### src/rtl/uart_pkg.sv
// -----------------------------------------------------------------------------
// uart_pkg
// Shared UART definitions for the receiver and the upcoming transmitter:
//   - uart_state_t : frame FSM state encoding
//   - PAR_NONE / PAR_EVEN / PAR_ODD : parity mode constants
// Optional feature macro used by the consumers: UARTRX_PARITY_EN.
// -----------------------------------------------------------------------------
package uart_pkg;

    typedef enum logic [2:0] {
        ST_IDLE   = 3'd0,
        ST_START  = 3'd1,
        ST_DATA   = 3'd2,
        ST_PARITY = 3'd3,
        ST_STOP   = 3'd4
    } uart_state_t;

    localparam int PAR_NONE = 0;
    localparam int PAR_EVEN = 1;
    localparam int PAR_ODD  = 2;

endpackage : uart_pkg

### src/rtl/uartrx_param_if.sv
// -----------------------------------------------------------------------------
// uartrx_param_if
// Word delivery bus from the UART receiver to its consumer.
//   dout        : received word (LSB first on the line)
//   dout_valid  : word available
//   dout_ready  : consumer accepts the word when high together with dout_valid
//   frame_err   : stop bit(s) sampled low for the word in dout (qualified)
//   parity_err  : parity mismatch for the word in dout (qualified)
//   overrun_err : one-clk pulse, a word was dropped because dout was still full
// Modports: master = receiver side, slave = consumer side.
// -----------------------------------------------------------------------------
interface uartrx_param_if #(
    parameter int DATA_BITS = 8
);
    logic [DATA_BITS-1:0] dout;
    logic                 dout_valid;
    logic                 dout_ready;
    logic                 frame_err;
    logic                 parity_err;
    logic                 overrun_err;

    modport master (
        output dout, dout_valid, frame_err, parity_err, overrun_err,
        input  dout_ready
    );

    modport slave (
        input  dout, dout_valid, frame_err, parity_err, overrun_err,
        output dout_ready
    );
endinterface : uartrx_param_if

### src/rtl/uart_sync2.sv
// -----------------------------------------------------------------------------
// uart_sync2
// Two-flop synchroniser for the asynchronous serial line. Resets to 1 so the
// line reads as idle while the design comes out of reset.
//   clk   : system clock
//   rst_n : asynchronous active-low reset
//   d_i   : asynchronous input
//   q_o   : synchronised output (2 clk latency)
// -----------------------------------------------------------------------------
module uart_sync2 (
    input  logic clk,
    input  logic rst_n,
    input  logic d_i,
    output logic q_o
);
    logic [1:0] sync_q;

    always_ff @(posedge clk or negedge rst_n) begin
        if (!rst_n) begin
            sync_q <= 2'b11;
        end else begin
            sync_q <= {sync_q[0], d_i};
        end
    end

    assign q_o = sync_q[1];

endmodule : uart_sync2

### src/rtl/uartrx_param.sv
// -----------------------------------------------------------------------------
// uartrx_param
// Parametrised oversampling UART receiver with start-bit glitch rejection,
// frame/parity error flags and overrun detection.
// Parameters: DATA_BITS (5..8), OSR (even, 8..64), PARITY_MODE (uart_pkg
// PAR_*), STOP_BITS (1 or 2).
// Optional feature: define UARTRX_PARITY_EN to build the parity bit stage and
// parity_err; without it frames carry no parity bit and parity_err reads 0.
// Ports:
//   clk    : system clock (rising edge)
//   rst_n  : asynchronous active-low reset
//   tick   : sample enable, OSR ticks per bit period
//   rx     : asynchronous serial input, idle high
//   busy   : high whenever the frame FSM is not idle
//   rx_if  : word delivery bus (master side)
// -----------------------------------------------------------------------------
module uartrx_param
    import uart_pkg::*;
#(
    parameter int DATA_BITS   = 8,
    parameter int OSR         = 16,
    parameter int PARITY_MODE = 0,
    parameter int STOP_BITS   = 1
) (
    input  logic           clk,
    input  logic           rst_n,
    input  logic           tick,
    input  logic           rx,
    output logic           busy,
    uartrx_param_if.master rx_if
);
    localparam int               CNT_W    = $clog2(OSR);
    localparam logic [CNT_W-1:0] CNT_HALF = CNT_W'(OSR / 2 - 1);
    localparam logic [CNT_W-1:0] CNT_FULL = CNT_W'(OSR - 1);
    localparam logic [2:0]       LAST_BIT = 3'(DATA_BITS - 1);
    localparam logic             LAST_STP = 1'(STOP_BITS - 1);

`ifdef UARTRX_PARITY_EN
    localparam bit PAR_ACTIVE = (PARITY_MODE != PAR_NONE);
    localparam bit PAR_INVERT = (PARITY_MODE == PAR_ODD);
`else
    // Parity support compiled out: the mode setting has no effect.
    localparam bit PAR_ACTIVE = 1'b0 && (PARITY_MODE != PAR_NONE);
`endif

    logic                 rx_s;
    uart_state_t          state_q;
    logic [CNT_W-1:0]     cnt_q;
    logic [2:0]           bit_idx_q;
    logic                 stop_idx_q;
    logic                 armed_q;
    logic                 ferr_acc_q;
    logic                 perr_acc_q;
    logic [DATA_BITS-1:0] shift_q;
    logic [DATA_BITS-1:0] dout_q;
    logic                 dout_valid_q;
    logic                 frame_err_q;
    logic                 parity_err_q;
    logic                 overrun_q;

    logic cnt_full;
    logic data_sample;
    logic commit;
    logic frame_now;
    logic accept;

    uart_sync2 u_sync (
        .clk   (clk),
        .rst_n (rst_n),
        .d_i   (rx),
        .q_o   (rx_s)
    );

    assign cnt_full    = (cnt_q == CNT_FULL);
    assign data_sample = tick && (state_q == ST_DATA) && cnt_full;
    // Final stop-bit sample: the word is complete on this tick.
    assign commit      = tick && (state_q == ST_STOP) && cnt_full && (stop_idx_q == LAST_STP);
    // Frame error including the stop sample being taken right now.
    assign frame_now   = ferr_acc_q | ~rx_s;
    assign accept      = dout_valid_q & rx_if.dout_ready;

    // Each data bit owns its flop and captures the line when its index is up;
    // every bit is rewritten each frame so no clearing is needed.
    for (genvar gi = 0; gi < DATA_BITS; gi++) begin : g_shift
        always_ff @(posedge clk or negedge rst_n) begin
            if (!rst_n) begin
                shift_q[gi] <= 1'b0;
            end else if (data_sample && (bit_idx_q == 3'(gi))) begin
                shift_q[gi] <= rx_s;
            end
        end
    end

    always_ff @(posedge clk or negedge rst_n) begin
        if (!rst_n) begin
            state_q      <= ST_IDLE;
            cnt_q        <= '0;
            bit_idx_q    <= '0;
            stop_idx_q   <= 1'b0;
            armed_q      <= 1'b0;
            ferr_acc_q   <= 1'b0;
            perr_acc_q   <= 1'b0;
            dout_q       <= '0;
            dout_valid_q <= 1'b0;
            frame_err_q  <= 1'b0;
            parity_err_q <= 1'b0;
            overrun_q    <= 1'b0;
        end else begin
            overrun_q <= 1'b0;

            if (tick) begin
                case (state_q)
                    ST_IDLE: begin
                        // A start needs a high-to-low transition; a line stuck
                        // low (break) never re-arms until it goes high again.
                        if (rx_s) begin
                            armed_q <= 1'b1;
                        end else if (armed_q) begin
                            state_q <= ST_START;
                            cnt_q   <= '0;
                            armed_q <= 1'b0;
                        end
                    end
                    ST_START: begin
                        if (cnt_q == CNT_HALF) begin
                            cnt_q <= '0;
                            if (rx_s) begin
                                state_q <= ST_IDLE;   // glitch, silently dropped
                            end else begin
                                state_q   <= ST_DATA;
                                bit_idx_q <= '0;
                            end
                        end else begin
                            cnt_q <= cnt_q + CNT_W'(1);
                        end
                    end
                    ST_DATA: begin
                        if (cnt_full) begin
                            cnt_q <= '0;
                            if (bit_idx_q == LAST_BIT) begin
                                stop_idx_q <= 1'b0;
                                ferr_acc_q <= 1'b0;
                                state_q    <= PAR_ACTIVE ? ST_PARITY : ST_STOP;
                            end else begin
                                bit_idx_q <= bit_idx_q + 3'd1;
                            end
                        end else begin
                            cnt_q <= cnt_q + CNT_W'(1);
                        end
                    end
`ifdef UARTRX_PARITY_EN
                    ST_PARITY: begin
                        if (cnt_full) begin
                            cnt_q      <= '0;
                            // Nonzero when data XOR parity bit disagrees with
                            // the selected sense (even: 0, odd: 1).
                            perr_acc_q <= rx_s ^ (^shift_q) ^ PAR_INVERT;
                            state_q    <= ST_STOP;
                        end else begin
                            cnt_q <= cnt_q + CNT_W'(1);
                        end
                    end
`endif
                    ST_STOP: begin
                        if (cnt_full) begin
                            cnt_q      <= '0;
                            ferr_acc_q <= frame_now;
                            if (stop_idx_q == LAST_STP) begin
                                state_q <= ST_IDLE;
                                // A good stop level arms the next start in the
                                // very next tick for baud-mismatch tolerance.
                                armed_q <= rx_s;
                            end else begin
                                stop_idx_q <= 1'b1;
                            end
                        end else begin
                            cnt_q <= cnt_q + CNT_W'(1);
                        end
                    end
                    default: begin
                        state_q <= ST_IDLE;
                        cnt_q   <= '0;
                    end
                endcase
            end

            // Output register: a new word loads if the slot is free or being
            // emptied this clk; otherwise the new word is lost and flagged.
            if (commit) begin
                if (!dout_valid_q || accept) begin
                    dout_q       <= shift_q;
                    frame_err_q  <= frame_now;
                    parity_err_q <= perr_acc_q;
                    dout_valid_q <= 1'b1;
                end else begin
                    overrun_q <= 1'b1;
                end
            end else if (accept) begin
                dout_valid_q <= 1'b0;
            end
        end
    end

    assign busy              = (state_q != ST_IDLE);
    assign rx_if.dout        = dout_q;
    assign rx_if.dout_valid  = dout_valid_q;
    assign rx_if.frame_err   = frame_err_q;
`ifdef UARTRX_PARITY_EN
    assign rx_if.parity_err  = parity_err_q;
`else
    assign rx_if.parity_err  = 1'b0;
`endif
    assign rx_if.overrun_err = overrun_q;

endmodule : uartrx_param
### src/flat_wrapper.sv
// flat-port wrapper written by rule: the top's interface ports become plain ports
module uartrx_param_flat import uart_pkg::*;
#(
    parameter int DATA_BITS   = 8,
    parameter int OSR         = 16,
    parameter int PARITY_MODE = 0,
    parameter int STOP_BITS   = 1
)
  (clk, rst_n, tick, rx, busy, rx_if_dout, rx_if_dout_valid, rx_if_frame_err, rx_if_parity_err, rx_if_overrun_err, rx_if_dout_ready);
  uartrx_param_if #(.DATA_BITS(DATA_BITS)) rx_if_i ();
  input  logic clk;
  input  logic rst_n;
  input  logic tick;
  input  logic rx;
  output logic busy;
  output wire logic [$bits(rx_if_i.dout)-1:0] rx_if_dout;
  output wire logic [$bits(rx_if_i.dout_valid)-1:0] rx_if_dout_valid;
  output wire logic [$bits(rx_if_i.frame_err)-1:0] rx_if_frame_err;
  output wire logic [$bits(rx_if_i.parity_err)-1:0] rx_if_parity_err;
  output wire logic [$bits(rx_if_i.overrun_err)-1:0] rx_if_overrun_err;
  input wire logic [$bits(rx_if_i.dout_ready)-1:0] rx_if_dout_ready;
  assign rx_if_dout = rx_if_i.dout;
  assign rx_if_dout_valid = rx_if_i.dout_valid;
  assign rx_if_frame_err = rx_if_i.frame_err;
  assign rx_if_parity_err = rx_if_i.parity_err;
  assign rx_if_overrun_err = rx_if_i.overrun_err;
  assign rx_if_i.dout_ready = rx_if_dout_ready;
  uartrx_param #(.DATA_BITS(DATA_BITS), .OSR(OSR), .PARITY_MODE(PARITY_MODE), .STOP_BITS(STOP_BITS)) u_core (.clk(clk), .rst_n(rst_n), .tick(tick), .rx(rx), .busy(busy), .rx_if(rx_if_i));
endmodule
### config.mk
export PLATFORM = sky130hd
export DESIGN_NAME = uartrx_param_flat
export DESIGN_NICKNAME = d
export VERILOG_FILES = /design/src/rtl/uart_pkg.sv /design/src/rtl/uartrx_param_if.sv /design/src/rtl/uart_sync2.sv /design/src/rtl/uartrx_param.sv /design/src/flat_wrapper.sv
export SDC_FILE = /design/constraint.sdc
export NUM_CORES = 1
export LEC_CHECK = 0
export BUFFER_PORTS_ARGS = -buffer_cell sky130_fd_sc_hd__buf_2
export CAP_MARGIN = 0
export CORE_ASPECT_RATIO = 0.7
export CORE_MARGIN = 2
export CORE_UTILIZATION = 55
export DETAILED_ROUTE_END_ITERATION = 7
export PLACE_DENSITY = 0.81
export SETUP_SLACK_MARGIN = 0.5
export SLEW_MARGIN = 15
export SYNTH_ARGS = -nofsm -noshare
export SYNTH_HDL_FRONTEND = slang
export SYNTH_SLANG_ARGS = --single-unit
### constraint.sdc
create_clock -name clk -period 5 [get_ports clk]
set_input_delay 0 -clock clk [delete_from_list [all_inputs] [get_ports clk]]
set_output_delay 0 -clock clk [all_outputs]
set_load 0.02 [all_outputs]
==> flow_summary.yaml, run 1 <==
synthesis:
  postSynthAreaPerCell_um2: 11.2
  synth_cell_types: 47
  synth_edf_count: 0
  synth.area.top_cells: "dfrtp_1 (45%), mux2_2 (5.9%), mux2_4 (5.2%)"
  syn-num-nets: 166
  async_reset_ff_share_pct: 100
  netlist_instances: 154
  yosysSeqAreaShare_pct: 48.0
  netlist.area_leader.share_pct: 44.9
  synthTopCellsByCount: "dfrtp_1 (31), nand2_1 (14), nand3_1 (10)"
  synth_area_leader_cell: "dfrtp_1"
  synth_flop_cell: "dfrtp_1"
  ys_ff_latch: 33
  synth_area_um2: 1730
  synth.most_common_cell: "dfrtp_1"
  yosysWarnings: 0
setup_path:
  slowest_stage: "nor2b_1"
  end_kind: "flip-flop"
  crit_required_ns: 5.17
  cp_top_family: "simple AND/OR/NAND/NOR gates"
  worstPathArrival_ns: 2.43
  path_buf_inv: 0
  crit_fanout: 9
  cp-start-kind: "flip-flop"
  critPathKind: "reg2reg"
  max_stage_delay_ns: 0.68
  path_cells: "ha_1 -> and4_1 -> nand3_1 -> nor2b_1 -> mux2_2"
detailed_routing:
  ant_nets: 0
  vias: 1181
  vias_per_cell: 5.79
  drt_wl_total_um: 3110
  drt-initial-drc-count: 90
  drcViolationCount: 0
  wl_per_cell_um: 15.2
  firstDrtPassIters: 4
cts:
  cts_sinks: 33
  tritoncts: "yes"
  clk_pin_slew_ns: 0.06
  clockBufferDepth: 2
  clk_latency_ns: 0.29
  htree_levels: 2
  cts_buffers: 5
  post_cts_buffers: 0
  cts-root-buf: "clkbuf_8"
floorplan:
  rows: 16
  die_h_um: 50.9
  io_pins: 18
  coreArea_um2: 2880
  fp.dieW_um: 71.0
  start_util_pct: 59.9
  die_area_um2: 3610
global_routing:
  grt_pass1_vias: 1070
  grt_max_degree: 34
  overflow: 0
  antenna_found_initial: 0
  groute.usage.overall_pct: 19.4
  grt_pass1_wl_um: 5270
timing:
  clock_skew_ns: 0.00542
  rsz0062_at_grt: "no"
  fin_setup_tns_ns: 0
  final-setup-viol-count: 0
  fmax_ghz: 0.443
  slew_headroom_pct: 45.6
  worstMarginPinSlew_ns: 0.815
  hold_viol_final: 0
  period_share_pct: 45.1
  period_minus_slack_ns: 2.26
  slew_violations: 0
finish:
  syn2layout_area_growth_pct: 10.4
  nNetsFinal: 179
  drive_gt1_share_pct: 27.4
  final_util_pct: 66.1
  antenna_cells: 0
  layout.cells.non_filler: 204
placed_design:
  dp_cells: 194
  gp_congestion: 0.806
  portBuffers: 16
  hpwl_um: 2210
power:
  vdd_drop_max_v: 0.000218
  static-leakage-power_nw: 0.954
  p_per_area_nw_per_um2: 395
min_path:
  hp-class: "in2reg"
flow_run:
  maxCapViolations: 0
run_status:
  status: "finished, final reports clean"
[stage by stage]
stage / cell area, um2 / setup WS (ns) / power [W] / hold slack (ns)
detailed placement: 1780 / 2.74 / 0.000532 / 0.0963
floorplan: 1730 / 3.31 / 0.000493 / -0.296
global placement: 1780 / 2.81 / 0.000517 / 0.0905
global route: 1910 / 2.49 / 0.000798 / 0.0375
finish: 1910 / 2.74 / 0.000752 / 0.00307
CTS: 1910 / 2.72 / 0.000757 / 0.00701
[registers in the layout, summed over array words and instances (netlist names)]
register / flops
u_core.rx_if.dout: 8
u_core.rx_if.frame_err: 1
u_core.armed_q: 1
u_core.rx_if.dout_valid: 1
u_core.shift_q: 8
u_core.cnt_q: 4
u_core.bit_idx_q: 3
u_core.ferr_acc_q: 1
u_core.rx_if.overrun_err: 1
u_core.state_q: 3
u_core.u_sync.sync_q: 2
[kinds of logic (layout without fill, tap and decap cells)]
kind of cell | Yosys count | after routing | synth area share [%]
XOR/XNOR | 3 | 3 | 1.52
multiplexers | 21 | 21 | 14.9
buffers and inverters | 18 | 32 | 5.22
AO/OA/AOI/OAI | 21 | 21 | 8.62
AND/OR/NAND/NOR | 50 | 50 | 16.5
adder cells (fa/ha/maj) | 7 | 7 | 5.07
other | 1 | 1 | 0.217
flip-flops | 33 | 33 | 48.0
[tightest hold or removal path, stage by stage]
cell and delay, ns:
buf_2 0.07, nand2b_1 0.13, nor2_1 0.05
[cell type report]
type                       instances  area, um2
timing repair buffer              18        100
fill                             226        977
multi-input combinational        103        808
tap                               36       45.0
clock inverter                     1       5.00
sequential                        33        828
clock buffer                       7       96.3
inverter                           6       22.5
[layer usage]
metal,track usage (%),part of all wire [%],vias up
met1,27.5,47,558
met2,28.7,44,55
met4,7.55,1.4,0
li1,-,-,562
met3,5.33,7.0,6
met5,0,0,-
[worst paths after layout]
check | startpoint | to | slack [ns] | cells after the start
hold reg to reg | u_core.u_sync.sync_q[0] | u_core.u_sync.sync_q[1] | 0.36 | 0
min in group asynchronous | rst_n | u_core.bit_idx_q[1] | 0.29 | 2
setup / recovery | u_core.cnt_q[0] | u_core.rx_if.dout[5] | 2.74 | 5
setup reg to reg | u_core.cnt_q[0] | u_core.rx_if.dout[5] | 2.74 | 5
hold / removal | rx_if_dout_ready | u_core.rx_if.overrun_err | 0.003 | 3
max in group asynchronous | rst_n | u_core.rx_if.dout[7] | 4.26 | 2
[cells in the final DEF (no fill, tap or decap), types with 2 or more instances in the layout]
master / n
nand2_1: 14
mux2_1: 5
buf_2: 16
o21ai_0: 3
dlygate4sd3_1: 2
mux2_4: 6
inv_1: 6
clkbuf_8: 7
dfstp_2: 2
nor2_1: 6
nor2b_1: 3
xnor2_1: 2
a31oi_1: 2
a22o_1: 2
a22oi_1: 2
nand3_1: 10
dfrtp_1: 31
ha_1: 7
mux2_2: 9
nand2b_1: 4
a21oi_1: 2
[where the power goes]
group | internal, W | switching, W | total, W
Combinational | 0.0000819 | 0.0000835 | 0.000165
Clock | 0.000124 | 0.0000960 | 0.000220
Sequential | 0.000313 | 0.0000534 | 0.000367
Total | 0.000520 | 0.000233 | 0.000752
[what timing repair did]
| action | CTS | global route |
|---|---|---|
| setup endpoints to repair | 0 | 0 |
| gates resized for setup | 0 | 0 |
| endpoints found under the hold margin | 32 | 0 |
| hold buffers | 2 | 0 |
(Power assumes the default switching activity.)
==> run 2, diff against run 1 <==
Clock period 5 ns to 2.2 ns, I/O delays scaled along.
==> flow_summary.yaml, run 2 (synthesis gave the netlist of run 1 again) <==
detailed_routing:
  drt_wl_total_um: 3950
  vias: 1307
  firstDrtPassIters: 4
  drt-initial-drc-count: 152
  wl_per_cell_um: 17.5
  vias_per_cell: 5.78
  drcViolationCount: 0
  ant_nets: 0
floorplan:
  die_area_um2: 3610
  die_h_um: 50.9
  fp.dieW_um: 71.0
  start_util_pct: 59.9
  coreArea_um2: 2880
  rows: 16
  io_pins: 18
timing:
  hold_viol_final: 0
  fmax_ghz: 0.583
  worstMarginPinSlew_ns: 0.738
  clock_skew_ns: 0.00550
  slew_violations: 0
  final-setup-viol-count: 0
  slew_headroom_pct: 50.8
  period_share_pct: 78.0
  fin_setup_tns_ns: 0
  rsz0062_at_grt: "yes"
  whs_ns: 0.0157
  period_minus_slack_ns: 1.72
cts:
  cts_sinks: 33
  cts_buffers: 5
  clk_latency_ns: 0.29
  clk_pin_slew_ns: 0.06
  tritoncts: "yes"
  clockBufferDepth: 2
  htree_levels: 2
  cts-root-buf: "clkbuf_8"
setup_path:
  worstPathArrival_ns: 1.88
  r2r-start: "u_core.cnt_q[0]"
  end_kind: "flip-flop"
  r2r-end: "u_core.bit_idx_q[2]"
  r2r_slack_ns: 0.48
  cp-start-kind: "flip-flop"
  path_cells: "ha_4 -> buf_4 -> a31oi_2 -> a22oi_2 -> nand4b_1 -> mux2_4"
  max_stage_delay_ns: 0.43
  crit_fanout: 6
  r2r_cells: 6
  slowest_stage: "dfrtp_1"
  cp_top_family: "flip-flops"
  crit_required_ns: 2.37
  path_buf_inv: 1
  critPathKind: "reg2reg"
min_path:
  whs_endpoint: "u_core.rx_if.overrun_err"
  min_path_cells: 3
  min_from: "rx_if_dout_ready"
  hp-class: "in2reg"
global_routing:
  gr-usage-met2_pct: 30.5
  grt_pass1_wl_um: 5620
  top_usage_layer: "met2"
  grt_max_degree: 34
  antenna_found_initial: 0
  groute.usage.overall_pct: 20.5
  grt_pass1_vias: 1141
  grt_use_met3_pct: 5.92
  met1_usage_pct: 28.3
  overflow: 0
placed_design:
  hpwl_um: 2130
  portBuffers: 16
  gp_congestion: 0.818
finish:
  syn2layout_area_growth_pct: 25.0
  drive_gt1_share_pct: 43.2
  nNetsFinal: 201
  final_common_cell: "dfrtp_1"
  antenna_cells: 0
  final_cell_mix: "dfrtp_1 (28), buf_4 (19), buf_2 (16)"
power:
  p_per_area_nw_per_um2: 866
  vdd_drop_max_v: 0.000641
  static-leakage-power_nw: 1.07
run_status:
  status: "finished, final reports clean"
flow_run:
  maxCapViolations: 0
## run 2: cell count changes in the layout (fill, tap and decap cells not counted), sizes merged
| cell | change |
|---|---|
| buf | +22 |
| clkbuf | -1 |
| clkinv | +1 |
## run 2: worst max-delay path by stage
| stage | startpoint | depth (start not counted) | end |
|---|---|---|---|
| 2_1_floorplan | u_core.bit_idx_q[0] | 6 | u_core.bit_idx_q[2] |
| 3_3_place_gp | u_core.cnt_q[0] | 6 | u_core.rx_if.dout[1] |
| 3_5_place_dp | u_core.cnt_q[0] | 6 | u_core.rx_if.dout[5] |
| 4_1_cts | u_core.bit_idx_q[1] | 6 | u_core.bit_idx_q[2] |
| 5_1_grt | u_core.cnt_q[0] | 6 | u_core.bit_idx_q[2] |
| 6_report | u_core.cnt_q[0] | 6 | u_core.bit_idx_q[2] |
## run 2: metrics by stage
step / setup WS, ns / utilization [%] / std cells / instance area (um2) / power, W
2_1_floorplan: 0.511 / - / 154 / 1730 / 0.00112
3_3_place_gp: 0.362 / 62.4 / 196 / 1800 / 0.00118
3_5_place_dp: 0.316 / 62.4 / 196 / 1800 / 0.00122
4_1_cts: 0.469 / 68.5 / 212 / 1980 / 0.00172
5_1_grt: 0.435 / 74.9 / 226 / 2160 / 0.00197
6_report: 0.485 / 74.9 / 226 / 2160 / 0.00187
## run 2: cell type report
type                       count  area [um2]
fill                         183         724
inverter                       6        22.5
sequential                    33         832
tap                           36        45.0
timing repair buffer          40         277
clock inverter                 2        10.0
multi-input combinational    103         900
clock buffer                   6        72.6
## run 2: metal layers
| metal | routed length (um) | vias to the layer above |
|---|---|---|
| li1 | - | 604 |
| met1 | 1780 | 636 |
| met2 | 1820 | 59 |
| met4 | 46 | 0 |
| met3 | 309 | 8 |
| met5 | 0 | - |
## run 2: power breakdown
| group | total (W) | leakage, nW | switching (W) | internal, W |
|---|---|---|---|---|
| clock | 0.000434 | 0.0450 | 0.000215 | 0.000219 |
| sequential | 0.000852 | 0.429 | 0.000140 | 0.000712 |
| combinational | 0.000583 | 0.597 | 0.000270 | 0.000312 |
| total | 0.00187 | 1.07 | 0.000626 | 0.00124 |
## run 2: timing repair
| action | 4_1_cts | 5_1_grt |
|---|---|---|
| cloned | 1 | 0 |
| hold buffers | 2 | 0 |
| gates resized for setup | 10 | 15 |
| setup buffers | 5 | 14 |
| endpoints found under the hold margin | 32 | 0 |
| endpoints found under the setup margin | 19 | 22 |
| pin swaps | 1 | 5 |
## run 2: tightest hold or removal path: stages
cell	delay, ns
buf_2	0.07
nand2b_1	0.13
nor2_1	0.06
==> run 3, diff against run 2 <==
Settings changed: ABC_AREA from default to 1.
Clock period 2.2 ns to 1.6 ns, I/O delays scaled along.
==> flow_summary.yaml, run 3 <==
setup_path:
  slowest_stage: "dfrtp_2"
  cp-start-kind: "flip-flop"
  r2r_slack_ns: 0.06
  path_buf_inv: 1
  cp_top_family: "flip-flops"
  crit_fanout: 7
  startpoint: "u_core.state_q[0]"
  critPathKind: "reg2reg"
  path_cells: "nor2_4 -> nand2_8 -> inv_2 -> nand3_2 -> o21ai_0 -> o21ai_1"
  crit_required_ns: 1.75
  r2r-start: "u_core.state_q[0]"
  end_kind: "flip-flop"
  max_stage_delay_ns: 0.45
  worstPathArrival_ns: 1.68
timing:
  fin_ws_ns: 0.0622
  rsz0062_at_grt: "yes"
  slew_headroom_pct: 51.7
  period_minus_slack_ns: 1.54
  worstMarginPinSlew_ns: 0.725
  clock_skew_ns: 0.00581
  final-setup-viol-count: 0
  hold_viol_final: 0
  whs_ns: 0.109
  slew_violations: 0
  fmax_ghz: 0.650
  period_share_pct: 96.1
min_path:
  min_from: "rx_if_dout_ready"
  hp-class: "in2reg"
floorplan:
  rows: 17
  die_h_um: 51.1
  start_util_pct: 56.5
  coreArea_um2: 3080
  fp.dieW_um: 71.3
  io_pins: 18
  die_area_um2: 3640
cts:
  tritoncts: "yes"
  cts_sinks: 33
  cts-root-buf: "clkbuf_8"
  clk_pin_slew_ns: 0.07
  htree_levels: 2
  clockBufferDepth: 2
  cts_buffers: 5
  clk_latency_ns: 0.29
synthesis:
  synth_area_leader_cell: "dfrtp_1"
  synth_flop_cell: "dfrtp_1"
  synth.area.top_cells: "dfrtp_1 (45%), nand2_1 (15%), nand3_1 (5.7%)"
  ys_ff_latch: 33
  postSynthAreaPerCell_um2: 8.14
  synth_edf_count: 0
  netlist.area_leader.share_pct: 44.5
  netlist_instances: 214
  synthTopCellsByCount: "nand2_1 (69), dfrtp_1 (31), inv_1 (20), nand3_1 (20), nor2_1 (16)"
  yosysSeqAreaShare_pct: 47.5
  synth.most_common_cell: "nand2_1"
  async_reset_ff_share_pct: 100
  yosysWarnings: 0
  synth_cell_types: 24
  syn-num-nets: 226
  synth_area_um2: 1740
placed_design:
  dp_cells: 267
  hpwl_um: 2520
  gp_congestion: 0.881
  preCtsSetupSlack_ns: 0.131
  portBuffers: 16
detailed_routing:
  vias_per_cell: 5.38
  vias: 1613
  ant_nets: 0
  drt_wl_total_um: 4420
  wl_per_cell_um: 14.7
  drcViolationCount: 0
  drt-initial-drc-count: 113
  firstDrtPassIters: 4
flow_run:
  maxCapViolations: 0
finish:
  final_common_cell: "nand2_1"
  nNetsFinal: 273
  layout.cells.non_filler: 300
  syn2layout_area_growth_pct: 37.8
  drive_gt1_share_pct: 41.6
  final_cell_mix: "nand2_1 (60), dfrtp_1 (27), buf_4 (21)"
  antenna_cells: 0
power:
  static-leakage-power_nw: 1.25
  vdd_drop_max_v: 0.00135
  power_w: 0.00329
  p_per_area_nw_per_um2: 1370
global_routing:
  met1_usage_pct: 32.9
  overflow: 0
  grt_pass1_vias: 1473
  grt_max_degree: 34
  grt_use_met3_pct: 8.68
  grt_pass1_wl_um: 6710
  top_usage_layer: "met2"
  antenna_found_initial: 0
  groute.usage.overall_pct: 24.4
  gr-usage-met2_pct: 37.5
run_status:
  status: "finished, final reports clean"
-- run 3: cell types whose count changed after synthesis, moves of 5 or more --
cell     change
buf_2        -6
inv_1       +14
mux2_1       -5
mux2_2       -9
mux2_4       -6
nand2_1     +55
nand3_1     +10
nor2_1      +10
o21ai_0     +11
o21ai_1      +7
-- run 3: cell type report --
type / instances / area (um2)
Clock buffer: 7 / 96.3
Timing Repair Buffer: 43 / 309
Tap cell: 38 / 47.5
Clock inverter: 1 / 5.00
Inverter: 23 / 91.3
Multi-Input combinational cell: 155 / 1020
Sequential cell: 33 / 833
Fill cell: 176 / 682
-- run 3: worst paths after layout --
check                                                end  cells after the start
max in group asynchronous            u_core.bit_idx_q[2]                      2
min in group asynchronous                 u_core.armed_q                      2
worst max-delay path                   u_core.shift_q[5]                      6
worst min-delay path            u_core.rx_if.overrun_err                      4
worst max register to register         u_core.shift_q[5]                      6
worst min register to register   u_core.u_sync.sync_q[1]                      0
-- run 3: tightest hold or removal path, stage by stage --
cell and delay (ns):
buf_2 0.07, nor2_1 0.09, inv_1 0.15, nor2_4 0.05
-- run 3: stage by stage --
stage / instance area (um2) / utilization (%) / TNS, ns
detailed placement: 1940 / 62.8 / 0
global route: 2400 / 77.9 / -0.0213
CTS: 2230 / 72.2 / 0
global placement: 1940 / 62.8 / 0
floorplan: 1810 / - / 0
finish: 2400 / 77.9 / 0
-- run 3: repair_timing --
action                                  in CTS  in global routing
endpoints found under the hold margin       32                  0
hold buffers                                 2                  0
endpoints found under the setup margin      31                 32
setup buffers                               15                  8
pin swaps                                   12                 16
gates resized for setup                     15                 36
-- run 3: routing by layer --
metal	up-vias	wire [um]
li1	778	-
met1	771	1890
met2	56	2190
met3	8	297
met4	0	47
met5	-	0
-- run 3: kinds of logic (layout without fill, tap and decap cells) --
logic type | Yosys count | after routing | share of synthesized area [%]
compound gates | 23 | 23 | 6.82
xor+xnor | 1 | 1 | 0.503
fa+ha+maj | 7 | 7 | 5.02
buf+inv | 26 | 74 | 5.96
flops | 33 | 33 | 47.5
other cells | 1 | 1 | 0.215
simple gates | 123 | 123 | 34.0
-- run 3: where the power goes --
part           switching [W]  leakage, nW  internal [W]
clock network       0.000310       0.0542      0.000389
registers           0.000115        0.442      0.000938
logic               0.000899        0.752      0.000641
total                0.00132         1.25       0.00197
